--- src/rtl/card_dealer_if.sv ---
// card_dealer_if: draw/shuffle handshake and dealt-card bus between the deck and the game logic.
interface card_dealer_if;
    logic       shuffle;
    logic       draw_req;
    logic       busy;
    logic       card_valid;
    logic [5:0] card_index;
    logic [3:0] card_rank;
    logic [1:0] card_suit;
    logic [3:0] card_value;
    logic [5:0] cards_left;
    logic       deck_empty;
    logic       draw_err;
    modport master (
        output shuffle, draw_req,
        input  busy, card_valid, card_index, card_rank, card_suit, card_value, cards_left, deck_empty, draw_err
    );
    modport slave (
        input  shuffle, draw_req,
        output busy, card_valid, card_index, card_rank, card_suit, card_value, cards_left, deck_empty, draw_err
    );
endinterface

--- src/rtl/card_dealer.sv ---
// card_dealer: 52-card deck dealing one unique card per draw, LFSR start plus linear probe.
// Defining CARD_DEALER_FIXED_ORDER_EN replaces the LFSR start with a sequential pointer.
module card_dealer #(
    parameter logic [15:0] SEED = 16'h0539
) (
    input logic         clock_100Mhz,
    input logic         reset,
    card_dealer_if.slave bus
);
    typedef enum logic {IDLE, PROBE} state_t;
    localparam logic [15:0] LFSR_INIT = (SEED == 16'h0000) ? 16'h0001 : SEED;
    state_t      state;
    logic [51:0] dealt;
    logic [5:0]  probe;
    logic [5:0]  start;
    logic [15:0] lfsr;
    logic [1:0]  suit;
    logic [3:0]  rank;
    logic [3:0]  value;
`ifdef CARD_DEALER_FIXED_ORDER_EN
    logic [5:0]  ptr;
    assign start = ptr;
`else
    assign start = (lfsr[5:0] >= 6'd52) ? lfsr[5:0] - 6'd52 : lfsr[5:0];
`endif
    always_comb begin
        suit  = (probe >= 6'd39) ? 2'd3 : (probe >= 6'd26) ? 2'd2 : (probe >= 6'd13) ? 2'd1 : 2'd0;
        rank  = 4'(probe - 6'd13 * 6'(suit) + 6'd1);
        value = (rank == 4'd1) ? 4'd1 : (rank >= 4'd10) ? 4'd10 : rank;
    end
    always_ff @(posedge clock_100Mhz or posedge reset) begin
        if (reset) begin
            state          <= IDLE;
            dealt          <= '0;
            probe          <= '0;
            lfsr           <= LFSR_INIT;
            bus.busy       <= 1'b0;
            bus.card_valid <= 1'b0;
            bus.draw_err   <= 1'b0;
            bus.deck_empty <= 1'b0;
            bus.cards_left <= 6'd52;
            bus.card_index <= '0;
            bus.card_rank  <= '0;
            bus.card_suit  <= '0;
            bus.card_value <= '0;
`ifdef CARD_DEALER_FIXED_ORDER_EN
            ptr            <= '0;
`endif
        end else begin
            lfsr           <= {1'b0, lfsr[15:1]} ^ (lfsr[0] ? 16'hB400 : 16'h0000);
            bus.card_valid <= 1'b0;
            bus.draw_err   <= 1'b0;
            // shuffle overrides everything, including an in-flight search and a same-cycle draw
            if (bus.shuffle) begin
                state          <= IDLE;
                dealt          <= '0;
                bus.busy       <= 1'b0;
                bus.cards_left <= 6'd52;
                bus.deck_empty <= 1'b0;
`ifdef CARD_DEALER_FIXED_ORDER_EN
                ptr            <= '0;
`endif
            end else if (state == IDLE) begin
                if (bus.draw_req && bus.cards_left != 6'd0) begin
                    probe    <= start;
                    state    <= PROBE;
                    bus.busy <= 1'b1;
`ifdef CARD_DEALER_FIXED_ORDER_EN
                    ptr      <= (ptr == 6'd51) ? 6'd0 : ptr + 6'd1;
`endif
                end else if (bus.draw_req) begin
                    bus.draw_err <= 1'b1;
                end
            end else if (!dealt[probe]) begin
                dealt[probe]   <= 1'b1;
                bus.cards_left <= bus.cards_left - 6'd1;
                bus.deck_empty <= bus.cards_left == 6'd1;
                bus.card_index <= probe;
                bus.card_rank  <= rank;
                bus.card_suit  <= suit;
                bus.card_value <= value;
                bus.card_valid <= 1'b1;
                bus.busy       <= 1'b0;
                state          <= IDLE;
            end else begin
                probe <= (probe == 6'd51) ? 6'd0 : probe + 6'd1;
            end
        end
    end
endmodule

--- src/flat_wrapper.sv ---
// flat-port wrapper written by rule: the top's interface ports become plain ports
module card_dealer_flat 
#(
    parameter logic [15:0] SEED = 16'h0539
)
  (clock_100Mhz, reset, bus_shuffle, bus_draw_req, bus_busy, bus_card_valid, bus_card_index, bus_card_rank, bus_card_suit, bus_card_value, bus_cards_left, bus_deck_empty, bus_draw_err);
  card_dealer_if bus_i ();
  input logic clock_100Mhz;
  input logic reset;
  input wire logic [$bits(bus_i.shuffle)-1:0] bus_shuffle;
  input wire logic [$bits(bus_i.draw_req)-1:0] bus_draw_req;
  output wire logic [$bits(bus_i.busy)-1:0] bus_busy;
  output wire logic [$bits(bus_i.card_valid)-1:0] bus_card_valid;
  output wire logic [$bits(bus_i.card_index)-1:0] bus_card_index;
  output wire logic [$bits(bus_i.card_rank)-1:0] bus_card_rank;
  output wire logic [$bits(bus_i.card_suit)-1:0] bus_card_suit;
  output wire logic [$bits(bus_i.card_value)-1:0] bus_card_value;
  output wire logic [$bits(bus_i.cards_left)-1:0] bus_cards_left;
  output wire logic [$bits(bus_i.deck_empty)-1:0] bus_deck_empty;
  output wire logic [$bits(bus_i.draw_err)-1:0] bus_draw_err;
  assign bus_i.shuffle = bus_shuffle;
  assign bus_i.draw_req = bus_draw_req;
  assign bus_busy = bus_i.busy;
  assign bus_card_valid = bus_i.card_valid;
  assign bus_card_index = bus_i.card_index;
  assign bus_card_rank = bus_i.card_rank;
  assign bus_card_suit = bus_i.card_suit;
  assign bus_card_value = bus_i.card_value;
  assign bus_cards_left = bus_i.cards_left;
  assign bus_deck_empty = bus_i.deck_empty;
  assign bus_draw_err = bus_i.draw_err;
  card_dealer #(.SEED(SEED)) u_core (.clock_100Mhz(clock_100Mhz), .reset(reset), .bus(bus_i));
endmodule
--- config.mk ---
export PLATFORM = sky130hd
export DESIGN_NAME = card_dealer_flat
export DESIGN_NICKNAME = d
export VERILOG_FILES = /design/src/rtl/card_dealer_if.sv /design/src/rtl/card_dealer.sv /design/src/flat_wrapper.sv
export SDC_FILE = /design/constraint.sdc
export NUM_CORES = 1
export LEC_CHECK = 0
export CAP_MARGIN = 0
export CORE_MARGIN = 5
export CORE_UTILIZATION = 30
export DETAILED_ROUTE_END_ITERATION = 10
export HOLD_SLACK_MARGIN = 0.08
export PLACE_DENSITY = 0.56
export SLEW_MARGIN = 20
export SYNTH_ARGS = -nofsm -noshare
export SYNTH_HDL_FRONTEND = slang
export SYNTH_SLANG_ARGS = --single-unit
--- constraint.sdc ---
create_clock -name clock_100Mhz -period 4.2 [get_ports clock_100Mhz]
set_clock_uncertainty 0.2 [all_clocks]
set_input_delay 1.26 -clock clock_100Mhz [delete_from_list [all_inputs] [get_ports clock_100Mhz]]
set_output_delay 1.26 -clock clock_100Mhz [all_outputs]
set_load 0.02 [all_outputs]
==> impl_results.md, run 1 <==
* Status: finished clean
* RR Endpoint: u_core.bus.card_value[2]
* Ant diodes at 0
* TritonCTS clock tree: built
* Setup_tns at 0 ns
* Pins Over Slew Limit at 0
* Arrival @ worst endpoint at 3.69 ns
* Skew-Pair Late Insertion Delay at 0.35 ns
* Worst r2r src: u_core.probe[1]
* Slew HR at 39.5%
* # port buffers at 29
* Share of power burned in registers at 32.4%
* FF-to-FF path depth at 15
* First-pass GRT wire length at 19.5 mm
* 1st-pass router iterations at 5
* DR vias at 3579
* Post-synth EDFFs at 0
* Crit path to: u_core.bus.card_value[2]
* Critical Path, Cell by Cell: clkinv_1, ha_1, inv_1, o21ai_0, nand2_1, inv_1, o21ai_0, ha_1, inv_1, fa_1, xor2_1, xnor2_1, xor2_1, nor2_1, mux2_4
* Crit path launch type: register
* Most frequent CP cell: inv_1
* Fillers at 1613
* P_sw at 1.51 mW
* Core area at 15900 sq um
* Total power at 3.69 mW
* Nets at 493
* Synthesized net count at 475
* Routed Antenna Nets at 0
* Comb power frac at 46.4%
* FMAX at 0.274 GHz
* Cell family with most CP delay: adder cells
* Critical path fanouts, max at 10
* Final Core Density at 35.3%
* Post-CTS Resized at 0
* # hold bufs at CTS at 0
* GP Congestion at 0.839
* Internal at 2.18 mW
* Crit end category: register
* Static Leakage at 2.38 nW
* H-tree levels at 3
* Starting Density at 30.7%
* Global-route usage over all layers at 13.2%
* Pin count of the biggest net entering global routing at 80
* # setup viols final at 0
* Vias in the first global route at 3595
* WL final at 11.7 mm
* Num ports at 30
* Initial antenna violation count at 0
* Hold Path Class: reg -> reg
* VDD IR-drop max at 0.264 mV
* Gr ovfl total at 0
* Clock transition at the registers of the reported paths at 0.07 ns
* Num CTS Buffers at 9
* Clk root buf: clkbuf_16
* Clk pwr share at 21.2%
* FF+latch count, synth at 100
* PD cells at 656 nW/um^2
* DRT iter0 DRCs at 263
* DPL Wire Length at 7.47 mm
* Pre-CTS setup slack at 0.537 ns
* RSZ-0062 raised after global routing: no
* Post-CTS Setup Bufs at 0
* Worst path max stage delay at 0.42 ns
* Worst Max-Slew Pin Slew at 0.901 ns
* Mapped Area at 4890 sq um
* Main synth FF type: dfrtp_1
* WP buf/inv at 4
* Chip height at 138 microns
* Synth Instances at 458
* Hold Fails Final Rpt at 0
* Drt drc at 0
* Setup ws final at 0.546 ns
* WL/cell at 16.8 microns
* CP Data Required Time at 4.24 ns
* Seq/Total Area, Yosys at 51.4%
* Area Overhead vs Synth at 15.0%
* Die Span X at 138 microns
* Crit path from: u_core.probe[1]
* Biggest area consumer among synthesized cells: dfrtp_1
* Clock Tree Buf Depth at 2
* FP Rows at 46
* Final Cycle Share at 87.0%
* Top cells by area, synth: dfrtp_1 (47%), a31oi_1 (6.5%), nor2_1 (5.1%)
* Final worst path period need at 3.65 ns
* CP Depth at 15
* Maxcap violations at 0
* Synth warn at 0
* Num Clock Sinks at 100
* Die Area at 19000 sq um
* Share of Yosys cell area claimed by the top area cell type at 46.6%
* FF-to-FF setup slack at 0.55 ns
* Crit-path slowest cell: fa_1
* Mapped Avg Cell Area at 10.7 sq um
* Share of layout cells above drive strength 1 at 15.6%
* Synth cell types at 59
* Setup CP Type: reg -> reg
* Async S/R FF share, synth at 100%
* Via density at 5.13
* Switch share at 40.9%
worst register-to-register path, stage by stage (launching register included):
cell and delay [ns]:
dfrtp_1 0.40, clkinv_1 0.33, ha_1 0.31, inv_1 0.04, o21ai_0 0.07, nand2_1 0.09, inv_1 0.04, o21ai_0 0.34
ha_1 0.25, inv_1 0.07, fa_1 0.42, xor2_1 0.18, xnor2_1 0.27, xor2_1 0.21, nor2_1 0.06, mux2_4 0.25
state kept, by name (all words and copies together) (netlist names), 2 cells and up:
register / flops
u_core.bus.card_rank: 3
u_core.probe: 6
u_core.bus.card_index: 6
u_core.lfsr: 16
u_core.bus.cards_left: 6
u_core.bus.card_suit: 2
u_core.bus.card_value: 4
u_core.dealt: 52
placed cells by master, fill, tap and decap left out, drive strengths merged, types with 3 or more instances in the layout:
master / netlist / final
dfrtp: 91 / 91
a21oi: 14 / 14
clkbuf: 16 / 10
mux2i: 16 / 16
o221ai: 3 / 3
and3: 5 / 5
mux2: 20 / 20
nand2: 16 / 16
nor2b: 3 / 3
dfstp: 9 / 9
buf: 18 / 13
and2: 3 / 3
a22oi: 3 / 3
a211oi: 3 / 3
ha: 12 / 12
xnor2: 5 / 5
o21ai: 12 / 12
a31oi: 51 / 51
nor2: 68 / 68
nand2b: 4 / 4
inv: 22 / 22
clkdlybuf4s50: 0 / 28
nand3: 14 / 14
nor3: 9 / 9
clkinv: 1 / 3
nand4: 3 / 3
clkinvlp: 0 / 4
xor2: 6 / 6
synthesized netlist by cell type, drive strengths merged (2+ instances only):
cell / count
a211oi: 3
a21o: 2
a21oi: 14
a221oi: 2
a22o: 2
a22oi: 3
a31o: 2
a31oi: 51
and2: 3
and3: 5
buf: 18
clkbuf: 16
dfrtp: 91
dfstp: 9
ha: 12
inv: 22
mux2: 20
mux2i: 16
nand2: 16
nand2b: 4
nand3: 14
nand4: 3
nor2: 68
nor2b: 3
nor3: 9
nor3b: 2
nor4b: 2
o21ai: 12
o21bai: 2
o221ai: 3
xnor2: 5
xor2: 6
layer usage:
| metal | GRT usage [%] | share of wire [%] |
|---|---|---|
| met2 | 19.5 | 46 |
| met1 | 18.6 | 47 |
| met4 | 3.55 | 1.2 |
| met5 | 0 | 0 |
| met3 | 4.09 | 6.4 |
layout make-up:
type / instances / area [sq um] / share of cell area, %
Inverter: 23 / 91.3 / 1.62
Timing Repair Buffer: 41 / 388 / 6.90
Clock inverter: 6 / 40.0 / 0.712
Tap cell: 216 / 270 / 4.81
Multi-Input combinational cell: 301 / 2080 / 37.0
Clock buffer: 10 / 239 / 4.25
Sequential cell: 100 / 2510 / 44.7
worst min path at each step:
stage | startpoint | cells past startpoint | endpoint
6_report | u_core.lfsr[7] | 0 | u_core.lfsr[6]
4_1_cts | u_core.lfsr[9] | 0 | u_core.lfsr[8]
3_5_place_dp | u_core.lfsr[7] | 0 | u_core.lfsr[6]
2_1_floorplan | u_core.lfsr[12] | 0 | u_core.lfsr[11]
3_3_place_gp | u_core.lfsr[9] | 0 | u_core.lfsr[8]
5_1_grt | u_core.lfsr[9] | 0 | u_core.lfsr[8]
kinds of logic (layout without fill, tap and decap cells):
group	Yosys count	in the layout	synth area share, %
compound gates	108	108	15.0
xor+xnor	11	11	1.97
fa+ha+maj	13	13	3.48
buf+inv	57	80	6.24
flops	100	100	51.4
mux	37	37	8.96
simple gates	132	132	12.9
power groups by stage:
stage	registers (mW)	clock network (mW)	logic (mW)
after detailed placement	1.21	0	1.71
after global placement	1.21	0	1.69
after CTS	1.20	0.801	1.72
after floorplan	1.27	0	1.23
after global routing	1.21	0.846	1.85
final	1.20	0.782	1.71
per-stage QoR:
stage | instances | instance area (sq um) | hold slack [ns]
final | 697 | 5620 | 0.151
after global routing | 697 | 5620 | 0.159
after CTS | 697 | 5620 | 0.153
after detailed placement | 681 | 5340 | 0.138
after global placement | 681 | 5330 | 0.138
after floorplan | 458 | 4890 | 0.131
(Power assumes the default switching activity.)
==> inputs of run 2 (changes only) <==
--- a/config.mk
+++ b/config.mk
@@ -8,6 +8,7 @@
 export CAP_MARGIN = 0
 export CORE_MARGIN = 5
 export CORE_UTILIZATION = 30
+export CTS_CLUSTER_SIZE = 16
 export DETAILED_ROUTE_END_ITERATION = 10
 export HOLD_SLACK_MARGIN = 0.08
 export PLACE_DENSITY = 0.56
==> results of run 2 <==
Same layout as run 1: the final DEF is identical, and so are final timing and power.
==> inputs of run 3 (changes only) <==
--- a/config.mk
+++ b/config.mk
@@ -11,6 +11,7 @@
 export CTS_CLUSTER_SIZE = 16
 export DETAILED_ROUTE_END_ITERATION = 10
 export HOLD_SLACK_MARGIN = 0.08
+export MAX_ROUTING_LAYER = met4
 export PLACE_DENSITY = 0.56
 export SLEW_MARGIN = 20
 export SYNTH_ARGS = -nofsm -noshare
==> run 3 against run 2 <==
Net effect:
- design area stayed put
- register-to-register slack hardly changed
- flip-flop and latch count unchanged
- global-route usage is 0.41 points higher
- routed wire length up 0.22%
- sequential power about the same
- combinational power hardly changed
- via count fell by 0.34%
==> impl_results.md, run 3 (synthesis results as in run 1) <==
* FF-to-FF setup slack at 0.55 ns (about the same)
* Clk root buf: clkbuf_16
* Most frequent cells in the layout: dfrtp_1 (91), nor2_1 (67), a31oi_1 (51)
* Static Leakage at 2.38 nW (unchanged)
* Post-CTS Resized at 0 (unchanged)
* Final Cycle Share at 86.9% (about the same)
* Area Overhead vs Synth at 15.0% (unchanged)
* WL final at 11.7 mm (+0.22%)
* Global-route usage over all layers at 13.6% (+0.41 points)
* Hold path start: u_core.lfsr[7]
* Worst hold path depth at 0 (unchanged)
* Drt drc at 0 (unchanged)
* Cell family with most CP delay: adder cells
* Maxcap violations at 0 (unchanged)
* Leading cell type in the layout, fill and taps excluded: dfrtp_1
* # port buffers at 29 (unchanged)
* Num ports at 30 (unchanged)
* Switch share at 40.9% (about the same)
* 1st-pass router iterations at 5 (unchanged)
* Hold Fails Final Rpt at 0 (unchanged)
* Internal at 2.18 mW (about the same)
* Pin count of the biggest net entering global routing at 80 (unchanged)
* Crit-path slowest cell: fa_1
* Gr ovfl total at 0 (unchanged)
* Clock Tree Buf Depth at 2 (unchanged)
* DRT iter0 DRCs at 308 (+17%)
* Placed cell areas at 5340 sq um (unchanged)
* Comb power frac at 46.4% (about the same)
* First-pass GRT wire length at 19.5 mm (+0.14%)
* Setup CP Type: reg -> reg
* Critical Path, Cell by Cell: clkinv_1, ha_1, inv_1, o21ai_0, nand2_1, inv_1, o21ai_0, ha_1, inv_1, fa_1, xor2_1, xnor2_1, xor2_1, nor2_1, mux2_4
* Worst Hold Endpoint: u_core.lfsr[6]
* Post-CTS Setup Bufs at 0 (unchanged)
* Setup_tns at 0 ns (unchanged)
* Clock transition at the registers of the reported paths at 0.07 ns (about the same)
* Starting Density at 30.7% (unchanged)
* FF-to-FF path depth at 15 (unchanged)
* WL/cell at 16.8 microns (+0.22%)
* Crit end category: register
* PD cells at 656 nW/um^2 (about the same)
* FP Rows at 46 (unchanged)
* H-tree levels at 3 (unchanged)
* Critical path fanouts, max at 10 (unchanged)
* Design Area, Final at 5620 sq um (unchanged)
* Num Clock Sinks at 100 (unchanged)
* # setup viols final at 0 (unchanged)
* GP Congestion at 0.852 (+1.6%)
* CP Data Required Time at 4.24 ns (about the same)
* Core area at 15900 sq um (unchanged)
* Final worst path period need at 3.65 ns (-0.00341 ns)
* Ant diodes at 0 (unchanged)
* Fin Hold WS at 0.153 ns (+0.00170 ns)
* Initial antenna violation count at 0 (unchanged)
* Share of layout cells above drive strength 1 at 15.6% (unchanged)
* Max reg flops at 52 (unchanged)
* Pins Over Slew Limit at 0 (unchanged)
* RR Endpoint: u_core.bus.card_value[2]
* TritonCTS clock tree: built
* Chip height at 138 microns (unchanged)
* Die Area at 19000 sq um (unchanged)
* P_sw at 1.51 mW (about the same)
* Worst r2r src: u_core.probe[1]
* Most flops, register: u_core.dealt
* DR vias at 3567 (-0.34%)
* Skew-Pair Late Insertion Delay at 0.35 ns (about the same)
* Die Span X at 138 microns (unchanged)
* Total power at 3.69 mW (about the same)
* Arrival @ worst endpoint at 3.69 ns (about the same)
* Worst Max-Slew Pin Slew at 0.900 ns (-0.000823 ns)
* WP buf/inv at 4 (unchanged)
* Vias in the first global route at 3589 (-0.17%)
* Slew HR at 39.6% (+0.055 points)
* Num CTS Buffers at 9 (unchanged)
* Worst path max stage delay at 0.42 ns (about the same)
* Crit path launch type: register
* # hold bufs at CTS at 0 (unchanged)
* VDD IR-drop max at 0.265 mV (+0.36%)
* Status: finished clean
* Share of power burned in registers at 32.4% (about the same)
* Most frequent CP cell: inv_1
* Clk pwr share at 21.2% (about the same)
* FMAX at 0.274 GHz (about the same)
* Nets at 493 (unchanged)
* Largest regs: u_core.dealt x52, u_core.lfsr x16
* Hold Path Class: reg -> reg
* Routed Antenna Nets at 0 (unchanged)
* DPL Wire Length at 7.47 mm (unchanged)
* RSZ-0062 raised after global routing: no
* Via density at 5.12 (-0.34%)
==> run 3: cell counts in the layout (fill, tap and decap cells not counted) <==
Identical to the previous run, type by type.
==> run 3: final cells by class <==
type | count | area (sq um)
clock inverter | 6 | 40.0
timing repair buffer | 41 | 388
inverter | 23 | 91.3
sequential | 100 | 2510
clock buffer | 10 | 239
tap | 216 | 270
fill | 1613 | 10300
multi-input combinational | 301 | 2080
==> run 3: power by group through the flow <==
stage	Sequential (mW)	Clock, mW	Combinational, mW
floorplan	1.27	0	1.23
global placement	1.21	0	1.69
detailed placement	1.21	0	1.71
CTS	1.20	0.801	1.72
global route	1.21	0.848	1.85
finish	1.20	0.784	1.71
==> run 3: worst max-delay path by stage <==
stage                               start                  endpoint  slack (ns)  cells after the start
after floorplan                     reset           u_core.bus.busy        0.14                      1
after global placement    u_core.probe[1]  u_core.bus.card_value[2]        0.75                     14
after detailed placement  u_core.probe[1]  u_core.bus.card_value[2]        0.54                     15
after CTS                 u_core.probe[1]  u_core.bus.card_value[2]        0.53                     15
after global routing      u_core.probe[1]  u_core.bus.card_value[2]        0.29                     15
final                     u_core.probe[1]  u_core.bus.card_value[2]        0.55                     15
==> run 3: stage by stage <==
step	util, %	worst slack (ns)	instances
5_1_grt	35.3	0.291	697
3_3_place_gp	33.4	0.749	681
2_1_floorplan	-	0.136	458
6_report	35.3	0.550	697
3_5_place_dp	33.5	0.537	681
4_1_cts	35.3	0.533	697
==> run 3: per-layer routing <==
layer	vias up	global-route usage [%]	wire length, microns
li1	1675	-	-
met1	1790	18.8	5610
met2	92	19.5	5380
met3	10	3.94	619
met4	0	3.55	123
met5	-	-	0
